===== src/rtl/mem_rq_router.sv =====
// Memory request router: accepts one processor request at a time, decodes it
// to on-chip RAM, a small MMIO register window or an error target, and
// returns exactly one response word per accepted request.
module mem_rq_router #(
    parameter int          LGSZW     = 8,
    parameter logic [31:0] MMIO_BASE = 32'h1000_0000
) (
    input  logic             CLK,
    input  logic             RST_N,
    input  logic             rq_valid,
    input  logic [64:0]      rq_data,
    output logic             rq_ready,
    output logic             rs_valid,
    output logic [31:0]      rs_data,
    input  logic             rs_ready,
    output logic [LGSZW-1:0] ram_addr,
    output logic             ram_we,
    output logic [31:0]      ram_wdata,
    input  logic [31:0]      ram_rdata,
    output logic [7:0]       gpio_out,
    input  logic [7:0]       gpio_in
);

    localparam logic [31:0] ERR_WORD = 32'hDEAD_BEEF;

    typedef enum logic [1:0] {
        IDLE   = 2'd0,
        RAM_RD = 2'd1,
        RESP   = 2'd2
    } state_t;

    state_t      state_reg, state_next;
    logic [31:0] resp_reg, resp_next;
    logic [7:0]  gpio_reg, gpio_next;
    logic [7:0]  errcnt_reg, errcnt_next;
    logic [31:0] cycles_reg;

    // Request fields
    logic [31:0] addr;
    logic        iswrite;
    logic [31:0] wdata;
    logic [1:0]  mmio_off;
    logic        hit_ram;
    logic        hit_mmio;
    logic        accept;
    logic [31:0] mmio_rdata;
    logic        unused_bits;

    assign addr     = rq_data[64:33];
    assign iswrite  = rq_data[32];
    assign wdata    = rq_data[31:0];
    assign mmio_off = addr[3:2];

    // The byte lane bits never select anything: all accesses are full words.
    assign unused_bits = ^addr[1:0];

    // RAM owns the bottom 4*2^LGSZW bytes; MMIO is a 16-byte window. RAM wins
    // if a misconfigured MMIO_BASE ever overlaps it.
    assign hit_ram  = (addr[31:LGSZW+2] == '0);
    assign hit_mmio = !hit_ram && (addr[31:4] == MMIO_BASE[31:4]);

    // Ready is withheld while reset is asserted so nothing is accepted then.
    assign rq_ready = RST_N && (state_reg == IDLE);
    assign accept   = rq_valid && rq_ready;

    // RAM port: address follows the request bus continuously so a read
    // accepted this cycle has its data one cycle later.
    assign ram_addr  = rq_data[LGSZW+34:35];
    assign ram_we    = accept && iswrite && hit_ram;
    assign ram_wdata = wdata;

    // Response channel; data is forced to zero whenever it is not valid.
    assign rs_valid = (state_reg == RESP);
    assign rs_data  = rs_valid ? resp_reg : 32'h0;

    assign gpio_out = gpio_reg;

    // MMIO read mux, values taken in the acceptance cycle
    always_comb begin
        mmio_rdata = 32'h0;
        case (mmio_off)
            2'd0:    mmio_rdata = {24'h0, gpio_reg};
            2'd1:    mmio_rdata = {24'h0, gpio_in};
            2'd2:    mmio_rdata = cycles_reg;
            default: mmio_rdata = {24'h0, errcnt_reg};
        endcase
    end

    // Next-state, response capture and register side effects
    always_comb begin
        state_next  = state_reg;
        resp_next   = resp_reg;
        gpio_next   = gpio_reg;
        errcnt_next = errcnt_reg;
        case (state_reg)
            IDLE: begin
                if (accept) begin
                    if (hit_ram) begin
                        if (iswrite) begin
                            resp_next  = 32'h0;
                            state_next = RESP;
                        end else begin
                            state_next = RAM_RD;
                        end
                    end else if (hit_mmio) begin
                        state_next = RESP;
                        if (iswrite) begin
                            resp_next = 32'h0;
                            // GPIO_IN and CYCLES are read-only; writes drop silently
                            if (mmio_off == 2'd0) begin
                                gpio_next = wdata[7:0];
                            end else if (mmio_off == 2'd3) begin
                                errcnt_next = 8'h0;
                            end
                        end else begin
                            resp_next = mmio_rdata;
                        end
                    end else begin
                        state_next = RESP;
                        resp_next  = ERR_WORD;
                        if (errcnt_reg != 8'hFF) begin
                            errcnt_next = errcnt_reg + 8'd1;
                        end
                    end
                end
            end
            RAM_RD: begin
                resp_next  = ram_rdata;
                state_next = RESP;
            end
            RESP: begin
                if (rs_ready) begin
                    state_next = IDLE;
                end
            end
            default: begin
                state_next = IDLE;
            end
        endcase
    end

    // State and register update; reset drops any pending response
    always_ff @(posedge CLK) begin
        if (!RST_N) begin
            state_reg  <= IDLE;
            resp_reg   <= 32'h0;
            gpio_reg   <= 8'h0;
            errcnt_reg <= 8'h0;
        end else begin
            state_reg  <= state_next;
            resp_reg   <= resp_next;
            gpio_reg   <= gpio_next;
            errcnt_reg <= errcnt_next;
        end
    end

    // Free-running cycle counter, wraps naturally
    always_ff @(posedge CLK) begin
        if (!RST_N) begin
            cycles_reg <= 32'h0;
        end else begin
            cycles_reg <= cycles_reg + 32'd1;
        end
    end

endmodule


===== config.mk =====
export PLATFORM = sky130hd
export DESIGN_NAME = mem_rq_router
export DESIGN_NICKNAME = d
export VERILOG_FILES = /design/src/rtl/mem_rq_router.sv
export SDC_FILE = /design/constraint.sdc
export NUM_CORES = 1
export LEC_CHECK = 0
export ABC_AREA = 1
export CAP_MARGIN = 5
export CORE_MARGIN = 5
export CORE_UTILIZATION = 47
export CTS_BUF_LIST = sky130_fd_sc_hd__clkbuf_4 sky130_fd_sc_hd__clkbuf_8
export DETAILED_ROUTE_END_ITERATION = 10
export GPL_ROUTABILITY_DRIVEN = 0
export GPL_TIMING_DRIVEN = 0
export PLACE_DENSITY = 0.84
export REMOVE_ABC_BUFFERS = 1
export SLEW_MARGIN = 15
export SYNTH_ARGS = -nofsm -noshare
export SYNTH_HDL_FRONTEND = slang
export SYNTH_SLANG_ARGS = --single-unit
export TNS_END_PERCENT = 100

===== constraint.sdc =====
create_clock -name CLK -period 2.3 [get_ports CLK]
set_input_delay 0.345 -clock CLK [delete_from_list [all_inputs] [get_ports CLK]]
set_output_delay 0.345 -clock CLK [all_outputs]
set_load 0.01 [all_outputs]

==> qor.csv <==
metric,value,unit
outcome,"finished, final reports clean",
grt_max_degree,52,
syn-cell-area,5310,um^2
crit_path_start_kind,register,
vias,5705,
finalHoldViolCount,0,
grt_use_total,23.3,%
p_leak,2.84,nW
synth_warnings,0,
syn_area_per_cell,6.13,um^2
clk_pin_slew,90,ps
finalCritPeriodShare,98.2,%
ioPinCount,192,
min_path_type,primary input to register,
drt_iter0_drc,496,
synth_top_area_cell,dfxtp_1,
clockBufferDepth,2,
root_buffer,clkbuf_8,
period_needed,2260,ps
ys_async_sr_fraction,0,%
yosysTopAreaCellShare,30.9,%
yosysMostFrequentCell,nand2_1,
crit_type,register to output port,
worst_path_max_delay_cell,clkdlybuf4s50_1,
wl_per_cell,14.5,um
cts_made_buffers,9,
io_buffers,141,
skew,10.8,ps
antenna_cells,0,
rrSetupSlack,250,ps
post-route-drc-count,0,
critPathArrivalTime,1910,ps
startpoint,state_reg[1],
overflow,0,
cellPowerDensity,459,nW/um^2
synth_enable_flop_cells,0,
h-tree-depth,3,
rsz0062_at_grt,no,
die_h,116,um
cts_tree,yes,
setup_viol,0,
grt_pass1_vias,5174,
synth_cell_type_count,31,
grt_pass1_wl,25300,um
fin_nets,1073,
fp.dieW,116,um
fmax,443,MHz
dpl.hpwl,11300,um
slew_violations,0,
crit-reg2reg-launch,cycles_reg[0],
crit_chain,inv_1 > nor2_4 > clkinvlp_4 > buf_4 > nor2_1 > clkdlybuf4s50_1,
rr_endpoint,cycles_reg[24],
ys_ff_latch,82,
pre_cts_ws,-1910,ps
start_util,48.6,%
viasPerCell,5.16,
rows,38,
holdPathStages,3,
min_to,cycles_reg[19],
setup_ws,40.5,ps
drive_gt1_share,7.56,%
die_area,13500,um^2
routed_wirelength,16100,um
crit_fanout,15,
endpoint_kind,output port,
drv_cap,0,
dominantRegCellSynth,dfxtp_1,
clk_latency,350,ps
synth_cells,866,
slew_headroom,43.9,%
synth_area_leaders,"dfxtp_1, nand2_1, nor2_1, inv_1, a21oi_1",
critPathMaxStageDelay,540,ps
r2r.worst_path.cells,10,
final.setup.tns,0,ps
antenna_found_initial,0,
synth_commonest_cells,"nand2_1, nor2_1, inv_1",
first_pass_iters,5,
irDropWorstVdd,0.395,mV
synth.yosys.seq_area_share,30.9,%
coreArea,10900,um^2
syn_to_final_growth,28.2,%
hp-start,RST_N,
cts_sinks,82,
postRouteAntennaNets,0,
worst_pin_slew,840,ps
worst_ep_required_time,1960,ps
## routing by layer
metal,global-route usage (%),vias up,wire length [um]
li1,-,2867,-
met2,36.2,245,7160
met3,7.88,22,1660
met5,2.59,-,43
met4,5.72,2,252
met1,31.1,2569,6960
## timing repair
item | 4_1_cts | 5_1_grt
gates cloned | 2 | 1
gates resized for setup | 41 | 10
setup endpoints to repair | 88 | 28
buffers inserted | 5 | 5
hold buffers | 0 | 0
pin swaps | 2 | 3
## worst max-delay path by stage
stage                     depth (start not counted)  slack (ps)            to
after floorplan                                   9        -150   resp_reg[4]
after CTS                                         6           5   rs_data[12]
after global placement                           10       -1900  resp_reg[13]
after detailed placement                         10       -1910  resp_reg[13]
after global routing                              6           4    rs_data[8]
final                                             6          40    rs_data[8]
## where the power goes
group / internal, mW / switching, mW / total, mW
Combinational: 0.242 / 0.230 / 0.472
Clock: 0.617 / 0.546 / 1.16
Sequential: 1.47 / 0.0235 / 1.49
## kinds of logic after synthesis
logic type               synth area share, %
flip-flops                              30.9
XOR/XNOR                               0.990
adder cells (fa/ha/maj)                0.471
AO/OA/AOI/OAI                           12.4
AND/OR/NAND/NOR                         38.1
buffers and inverters                   17.0
## area by class of cell
type,instances,area [um^2]
Sequential cell,82,1650
Multi-Input combinational cell,594,2800
Inverter,123,475
Timing Repair Buffer,151,1500
Fill cell,989,4130
Timing Repair inverter,1,7.51
Clock buffer,10,131
Clock inverter,5,80.1
Tap cell,140,175
## through the flow
stage | total power, mW | std cells | util (%) | area (um^2) | hold slack (ps)
after global placement | 1.97 | 1078 | 59.0 | 6450 | 440
after global routing | 3.25 | 1106 | 62.2 | 6810 | 324
after detailed placement | 1.98 | 1078 | 59.1 | 6460 | 451
after CTS | 3.11 | 1100 | 61.6 | 6740 | 322
after floorplan | 1.70 | 797 | - | 4870 | 424
final | 3.12 | 1106 | 62.2 | 6810 | 328
## cell usage in the layout (no fill, tap or decap), drive strengths merged
| master | n |
|---|---|
| dfxtp | 82 |
| clkinvlp | 4 |
| nor3 | 27 |
| ha | 2 |
| clkdlybuf4s50 | 109 |
| a21oi | 67 |
| nand4 | 15 |
| nor2 | 161 |
| buf | 11 |
| nand2 | 199 |
| clkbuf | 10 |
| dlygate4sd2 | 22 |
| nor3b | 3 |
| clkinv | 1 |
| o21ai | 59 |
| nand3 | 52 |
| bufinv | 2 |
| dlymetal6s2s | 9 |
| inv | 122 |
| or2 | 1 |
| o21a | 2 |
| xor2 | 6 |
## worst max-delay path: cells and delay by family (launching register included)
kind | cells | cell delay [ps]
buffers and inverters | 4 | 940
DFF | 1 | 390
and+or+nand+nor | 2 | 220
Note: power is estimated with default switching activity, not from simulation.
